`config.mk`:
```
export PLATFORM = sky130hd
export DESIGN_NAME = spi_slave_if_gen
export DESIGN_NICKNAME = d
export VERILOG_FILES = /design/src/rtl/spi_slave_if_gen.sv
export SDC_FILE = /design/constraint.sdc
export NUM_CORES = 1
export LEC_CHECK = 0
export ABC_AREA = 1
export CAP_MARGIN = 20
export CORE_UTILIZATION = 25
export DETAILED_ROUTE_END_ITERATION = 6
export SYNTH_ARGS = -nofsm -noshare
export SYNTH_HDL_FRONTEND = slang
export SYNTH_SLANG_ARGS = --single-unit
```
`constraint.sdc`:
```
create_clock -name clk -period 2.08 [get_ports clk]
set_input_delay 0.416 -clock clk [delete_from_list [all_inputs] [get_ports clk]]
set_output_delay 0.416 -clock clk [all_outputs]
set_load 0.1 [all_outputs]
```
`src/rtl/spi_slave_if_gen.sv`:
```
`default_nettype none
// ============================================================================
// Module      : spi_slave_if_gen
// Description : Oversampled SPI slave front end. Synchronises sclk/ss_n/mosi
//               into clk, deframes {cmd[1:0], payload} frames and serialises
//               read data back on miso with a ready/valid handshake.
// Revision    : 1.0 - initial release
// ============================================================================
module spi_slave_if_gen #(
    parameter int DATA_W      = 8,
    parameter int CPOL        = 0,
    parameter int CPHA        = 0,
    parameter int SYNC_STAGES = 2
) (
    input  logic              clk,
    input  logic              rst_n,
    input  logic              i_sclk,
    input  logic              i_ss_n,
    input  logic              i_mosi,
    output logic              o_miso,
    output logic              o_miso_oe,
    output logic [DATA_W+1:0] o_rx_data,
    output logic              o_rx_valid,
    input  logic [DATA_W-1:0] i_tx_data,
    input  logic              i_tx_valid,
    output logic              o_tx_ready,
    output logic              o_frame_err
);

    localparam int                 c_FRAME_W     = DATA_W + 2;
    localparam int                 c_CNT_W       = $clog2(DATA_W + 3);
    localparam logic [c_CNT_W-1:0] c_CNT_RX_LAST = c_CNT_W'(c_FRAME_W - 1);
    localparam logic [c_CNT_W-1:0] c_CNT_TX_LAST = c_CNT_W'(DATA_W - 1);
    localparam logic               c_SCLK_IDLE   = (CPOL != 0);

    typedef enum logic [2:0] {
        ST_IDLE    = 3'd0,
        ST_RECV    = 3'd1,
        ST_RD_WAIT = 3'd2,
        ST_RD_SEND = 3'd3,
        ST_HOLD    = 3'd4
    } state_t;

    state_t                   r_state;
    state_t                   w_state_nxt;

    logic [SYNC_STAGES-1:0]   r_sclk_sync;
    logic [SYNC_STAGES-1:0]   r_ss_sync;
    logic [SYNC_STAGES-1:0]   r_mosi_sync;
    logic [SYNC_STAGES-1:0]   r_flush;
    logic                     r_sclk_d;

    logic [c_CNT_W-1:0]       r_cnt;
    logic                     r_has_rd;
    logic                     r_armed;
    logic [c_FRAME_W-2:0]     r_rx_sh;
    logic [DATA_W-1:0]        r_tx_sh;
    logic                     r_smp;
    logic [c_FRAME_W-1:0]     r_rx_data;
    logic                     r_rxv_pend;
    logic                     r_rx_valid;
    logic                     r_frame_err;

    logic                     w_sclk_s;
    logic                     w_ss_s;
    logic                     w_mosi_s;
    logic                     w_flushed;
    logic                     w_rise;
    logic                     w_fall;
    logic                     w_lead;
    logic                     w_trail;
    logic                     w_sample;
    logic                     w_shift;
    logic [c_FRAME_W-1:0]     w_frame;
    logic [1:0]               w_cmd;

    logic                     w_clr_cnt;
    logic                     w_inc_cnt;
    logic                     w_shift_rx;
    logic                     w_load_rx;
    logic                     w_set_rd;
    logic                     w_clr_rd;
    logic                     w_err;
    logic                     w_load_tx;
    logic                     w_shift_tx;
    logic                     w_set_smp;

    // Input synchronisers reset to the bus idle levels; r_flush marks when
    // the chains hold real pin samples so a low ss_n held through reset is
    // not mistaken for a fresh select.
    always_ff @(posedge clk or negedge rst_n) begin
        if (!rst_n) begin
            r_sclk_sync <= {SYNC_STAGES{c_SCLK_IDLE}};
            r_ss_sync   <= '1;
            r_mosi_sync <= '0;
            r_flush     <= '0;
            r_sclk_d    <= c_SCLK_IDLE;
        end else begin
            r_sclk_sync <= {r_sclk_sync[SYNC_STAGES-2:0], i_sclk};
            r_ss_sync   <= {r_ss_sync[SYNC_STAGES-2:0], i_ss_n};
            r_mosi_sync <= {r_mosi_sync[SYNC_STAGES-2:0], i_mosi};
            r_flush     <= {r_flush[SYNC_STAGES-2:0], 1'b1};
            r_sclk_d    <= r_sclk_sync[SYNC_STAGES-1];
        end
    end

    assign w_sclk_s  = r_sclk_sync[SYNC_STAGES-1];
    assign w_ss_s    = r_ss_sync[SYNC_STAGES-1];
    assign w_mosi_s  = r_mosi_sync[SYNC_STAGES-1];
    assign w_flushed = &r_flush;

    assign w_rise   = w_sclk_s & ~r_sclk_d;
    assign w_fall   = ~w_sclk_s & r_sclk_d;
    assign w_lead   = (CPOL == 0) ? w_rise : w_fall;
    assign w_trail  = (CPOL == 0) ? w_fall : w_rise;
    assign w_sample = (CPHA == 0) ? w_lead : w_trail;
    assign w_shift  = (CPHA == 0) ? w_trail : w_lead;

    // The bit arriving on this sample edge completes the frame.
    assign w_frame = {r_rx_sh, w_mosi_s};
    assign w_cmd   = w_frame[c_FRAME_W-1 -: 2];

    // State register.
    always_ff @(posedge clk or negedge rst_n) begin
        if (!rst_n) begin
            r_state <= ST_IDLE;
        end else begin
            r_state <= w_state_nxt;
        end
    end

    // Next-state decode and datapath control; ss_n abort beats everything.
    always_comb begin
        w_state_nxt = r_state;
        w_clr_cnt   = 1'b0;
        w_inc_cnt   = 1'b0;
        w_shift_rx  = 1'b0;
        w_load_rx   = 1'b0;
        w_set_rd    = 1'b0;
        w_clr_rd    = 1'b0;
        w_err       = 1'b0;
        w_load_tx   = 1'b0;
        w_shift_tx  = 1'b0;
        w_set_smp   = 1'b0;
        case (r_state)
            ST_IDLE: begin
                if (r_armed && !w_ss_s) begin
                    w_state_nxt = ST_RECV;
                    w_clr_cnt   = 1'b1;
                end
            end
            ST_RECV: begin
                if (w_ss_s) begin
                    w_state_nxt = ST_IDLE;
                    w_err       = (r_cnt != '0);
                end else if (w_sample) begin
                    w_shift_rx = 1'b1;
                    w_inc_cnt  = 1'b1;
                    if (r_cnt == c_CNT_RX_LAST) begin
                        w_state_nxt = ST_HOLD;
                        case (w_cmd)
                            2'b10: begin
                                w_load_rx = 1'b1;
                                w_set_rd  = 1'b1;
                            end
                            2'b11: begin
                                if (r_has_rd) begin
                                    w_load_rx   = 1'b1;
                                    w_state_nxt = ST_RD_WAIT;
                                end else begin
                                    w_err = 1'b1;
                                end
                            end
                            default: w_load_rx = 1'b1;
                        endcase
                    end
                end
            end
            ST_RD_WAIT: begin
                if (w_ss_s) begin
                    w_state_nxt = ST_IDLE;
                    w_err       = 1'b1;
                end else if (w_sample) begin
                    w_state_nxt = ST_HOLD;
                    w_err       = 1'b1;
                end else if (i_tx_valid) begin
                    w_state_nxt = ST_RD_SEND;
                    w_load_tx   = 1'b1;
                    w_clr_cnt   = 1'b1;
                    w_clr_rd    = 1'b1;
                end
            end
            ST_RD_SEND: begin
                if (w_ss_s) begin
                    w_state_nxt = ST_IDLE;
                    w_err       = 1'b1;
                end else if (w_sample) begin
                    w_inc_cnt = 1'b1;
                    w_set_smp = 1'b1;
                    if (r_cnt == c_CNT_TX_LAST) begin
                        w_state_nxt = ST_HOLD;
                    end
                end else if (w_shift && r_smp) begin
                    w_shift_tx = 1'b1;
                end
            end
            ST_HOLD: begin
                if (w_ss_s) begin
                    w_state_nxt = ST_IDLE;
                end
            end
            default: w_state_nxt = ST_IDLE;
        endcase
    end

    // Frame datapath: counters, shift registers and output pulses.
    always_ff @(posedge clk or negedge rst_n) begin
        if (!rst_n) begin
            r_cnt       <= '0;
            r_has_rd    <= 1'b0;
            r_armed     <= 1'b0;
            r_rx_sh     <= '0;
            r_tx_sh     <= '0;
            r_smp       <= 1'b0;
            r_rx_data   <= '0;
            r_rxv_pend  <= 1'b0;
            r_rx_valid  <= 1'b0;
            r_frame_err <= 1'b0;
        end else begin
            r_rxv_pend  <= w_load_rx;
            r_rx_valid  <= r_rxv_pend;
            r_frame_err <= w_err;

            if (r_state != ST_IDLE) begin
                r_armed <= 1'b0;
            end else if (w_flushed && w_ss_s) begin
                r_armed <= 1'b1;
            end

            if (w_clr_cnt) begin
                r_cnt <= '0;
            end else if (w_inc_cnt) begin
                r_cnt <= r_cnt + 1'b1;
            end

            if (w_shift_rx) begin
                r_rx_sh <= w_frame[c_FRAME_W-2:0];
            end
            if (w_load_rx) begin
                r_rx_data <= w_frame;
            end

            if (w_set_rd) begin
                r_has_rd <= 1'b1;
            end else if (w_clr_rd) begin
                r_has_rd <= 1'b0;
            end

            if (w_load_tx) begin
                r_tx_sh <= i_tx_data;
            end else if (w_shift_tx) begin
                r_tx_sh <= {r_tx_sh[DATA_W-2:0], 1'b0};
            end

            if (w_load_tx || w_shift_tx) begin
                r_smp <= 1'b0;
            end else if (w_set_smp) begin
                r_smp <= 1'b1;
            end
        end
    end

    assign o_miso_oe   = (r_state == ST_RD_SEND);
    assign o_miso      = (r_state == ST_RD_SEND) & r_tx_sh[DATA_W-1];
    assign o_tx_ready  = (r_state == ST_RD_WAIT);
    assign o_rx_data   = r_rx_data;
    assign o_rx_valid  = r_rx_valid;
    assign o_frame_err = r_frame_err;

endmodule
`default_nettype wire
```
==> results.json <==
{
  "wl_per_cell_um": 11.1,
  "fmax_ghz": 0.544,
  "tightest_slew_ns": 0.641,
  "slew_headroom_pct": 57.3,
  "rrSetupSlack_ns": 0.47,
  "clock_sinks": 49,
  "syn_area_sq_mm": 0.00218,
  "htree_num_levels": 2,
  "critPathLaunchType": "flip-flop",
  "synth.avg_cell_area_sq_um": 8.87,
  "dieArea_sq_mm": 0.00911,
  "clk_pin_slew_ns": 0.08,
  "cts_made_buffers": 5,
  "period_needed_ns": 1.84,
  "post-cts-setup-buffers": 0,
  "area_growth_pct": 22.5,
  "ios": 29,
  "finalPower_mw": 2.11,
  "powerDensity_mw_per_mm2": 789,
  "fp.dieW_um": 95.4,
  "syn_nets": 263,
  "crit_type": "reg -> out",
  "r2r_cells": 8,
  "drt-pass1-iter-count": 4,
  "rsz0062_at_grt": "no",
  "wl_um": 4260,
  "grt_max_degree": 50,
  "dr_total_vias": 1676,
  "cp_data_required_time_ns": 1.66,
  "fill_cells": 884,
  "ctsLongestPathBuffers": 2,
  "multiInputGateArea_sq_um": 856,
  "initial_utilization_pct": 26.2,
  "antenna_found_initial": 0,
  "gp_congestion": 0.843,
  "crit_fanout": 5,
  "clock_latency_ns": 0.30,
  "viasPerCell": 4.35,
  "hold_viol": 0,
  "skew_ns": 0.0122,
  "drive_gt1_share_pct": 18.6,
  "grt_pass1_wl_um": 7410,
  "ys_seq_elements": 49,
  "nets": 296,
  "grt_pass1_vias": 1613,
  "antenna_left": 0,
  "core_sq_mm": 0.00834,
  "utilization_pct": 32.0,
  "dieHeight_um": 95.4,
  "hpwl_um": 3000,
  "clockRootBuffer": "clkbuf_8",
  "drt_iter0_markers": 112,
  "fin_crit_sh_pct": 88.3,
  "synth_cell_types": 27,
  "cts_tree": "built",
  "port-buffer-count": 28,
  "crit_arrival_ns": 1.42,
  "seq_area_frac_synth_pct": 56.3,
  "max_cap_violations": 0,
  "synth_warnings": 0,
  "finalSetupTns_ns": 0,
  "cts_hold_buf": 0,
  "hp-class": "in -> async",
  "grtUsageTotal_pct": 10.6,
  "syn_inst": 246,
  "ir_drop_mv": 0.251,
  "endpoint_kind": "output port",
  "cts_resized": 0,
  "placedCellCount": 377,
  "rows": 33,
  "seqCellArea_sq_mm": 0.00123,
  "p_leak_nw": 1.29,
  "r2r-start": "r_cnt[1]",
  "drc": 0,
  "timing.rr.end": "o_rx_data[2]",
  "drv_slew": 0,
  "status": "completed",
  "antenna_cells_inserted": 0,
  "stdcell_count": 385,
  "overflow": 0,
  "setup_viol": 0
}
==> registers in the layout, summed over array words and instances, names as in the netlist <==
name	cells
r_flush	2
r_rxv_pend	1
r_ss_sync	2
o_frame_err	1
o_rx_data	10
o_rx_valid	1
r_armed	1
r_mosi_sync	2
r_has_rd	1
r_cnt	4
r_state	3
r_rx_sh	9
r_sclk_sync	2
r_tx_sh	8
r_smp	1
r_sclk_d	1
==> stage by stage <==
stage | hold slack, ns | setup WS, ns | instance area, sq um
finish | 0.216 | 0.243 | 2670
global route | 0.269 | 0.153 | 2670
CTS | 0.244 | 0.214 | 2670
detailed placement | 0.336 | 0.310 | 2590
global placement | 0.333 | 0.342 | 2590
floorplan | 0.120 | 0.00227 | 2190
==> power by group <==
| group | internal (mW) | switching (mW) |
|---|---|---|
| clock | 0.240 | 0.308 |
| combinational | 0.149 | 0.267 |
| sequential | 1.05 | 0.0891 |
| total | 1.44 | 0.665 |
==> kinds of logic (layout without fill, tap and decap cells) <==
| family | Yosys count | after routing | synth area share, % |
|---|---|---|---|
| AO/OA/AOI/OAI | 22 | 22 | 5.33 |
| XOR/XNOR | 1 | 1 | 0.401 |
| adder cells (fa/ha/maj) | 3 | 3 | 1.72 |
| buffers and inverters | 23 | 57 | 4.93 |
| flip-flops | 49 | 49 | 56.3 |
| other | 1 | 1 | 0.172 |
| AND/OR/NAND/NOR | 147 | 147 | 31.1 |
==> cells in the final DEF, fill, tap and decap left out, types with 5 or more instances in the layout <==
cell | Yosys | layout
dfrtp_1 | 47 | 47
clkbuf_8 | 0 | 5
nand2_2 | 4 | 5
buf_4 | 1 | 16
nand3_1 | 31 | 31
inv_1 | 13 | 12
nor2_1 | 15 | 14
clkdlybuf4s50_1 | 0 | 12
o21ai_0 | 5 | 5
nor2_4 | 5 | 6
o21ai_1 | 11 | 11
nand2_1 | 83 | 82
==> metal layers <==
metal	vias to the layer above	share of wire, %	GRT usage, %
met5	-	0	0
met4	0	1.0	3.36
met3	5	4.9	2.71
met2	41	45	16.3
met1	777	48	14.6
li1	853	-	-
==> worst max-delay path by stage <==
stage,from,to,depth (start not counted)
after floorplan,r_state[1],o_miso,4
after global placement,i_tx_valid,r_tx_sh[3],6
after detailed placement,i_tx_valid,r_tx_sh[2],6
after CTS,r_state[1],o_miso,5
after global routing,r_state[1],o_miso,5
final,r_state[1],o_miso,5
==> critical path: stages (launching register included) <==
cell and delay, ns:
dfrtp_1 0.46, nand2_2 0.09, nor2_4 0.19, inv_2 0.08, nor2_4 0.13, buf_12 0.18
==> cell usage after synthesis <==
| cell type | number | share of area (%) |
|---|---|---|
| o22ai_1 | 1 | 0.29 |
| nand2_1 | 83 | 14 |
| nor2_2 | 4 | 1.1 |
| a31oi_1 | 1 | 0.29 |
| o21ai_1 | 11 | 2.5 |
| inv_2 | 3 | 0.52 |
| nor3_1 | 1 | 0.23 |
| nor2_8 | 1 | 0.92 |
| ha_1 | 3 | 1.7 |
| dfstp_2 | 2 | 2.4 |
| nand3_1 | 31 | 7.1 |
| conb_1 | 1 | 0.17 |
| xor2_1 | 1 | 0.40 |
| nand3_2 | 1 | 0.46 |
| nand3b_1 | 2 | 0.69 |
| buf_8 | 1 | 0.69 |
| nor2_1 | 15 | 2.6 |
| o21ai_0 | 5 | 1.1 |
| buf_2 | 4 | 0.92 |
| clkinv_2 | 1 | 0.23 |
| inv_1 | 13 | 2.2 |
| nand2_2 | 4 | 1.1 |
| a21oi_1 | 3 | 0.69 |
| buf_4 | 1 | 0.34 |
| nor2_4 | 5 | 2.6 |
| a21oi_2 | 1 | 0.40 |
| dfrtp_1 | 47 | 54 |
==> final cells by class <==
cell class	count	share of cell area, %
clock buffer	6	2.72
clock inverter	2	0.515
inverter	17	2.43
multi-input combinational	174	32.0
sequential	49	46.0
tap	105	4.92
timing repair buffer	32	11.4
Note: power is estimated with default switching activity, not from simulation.
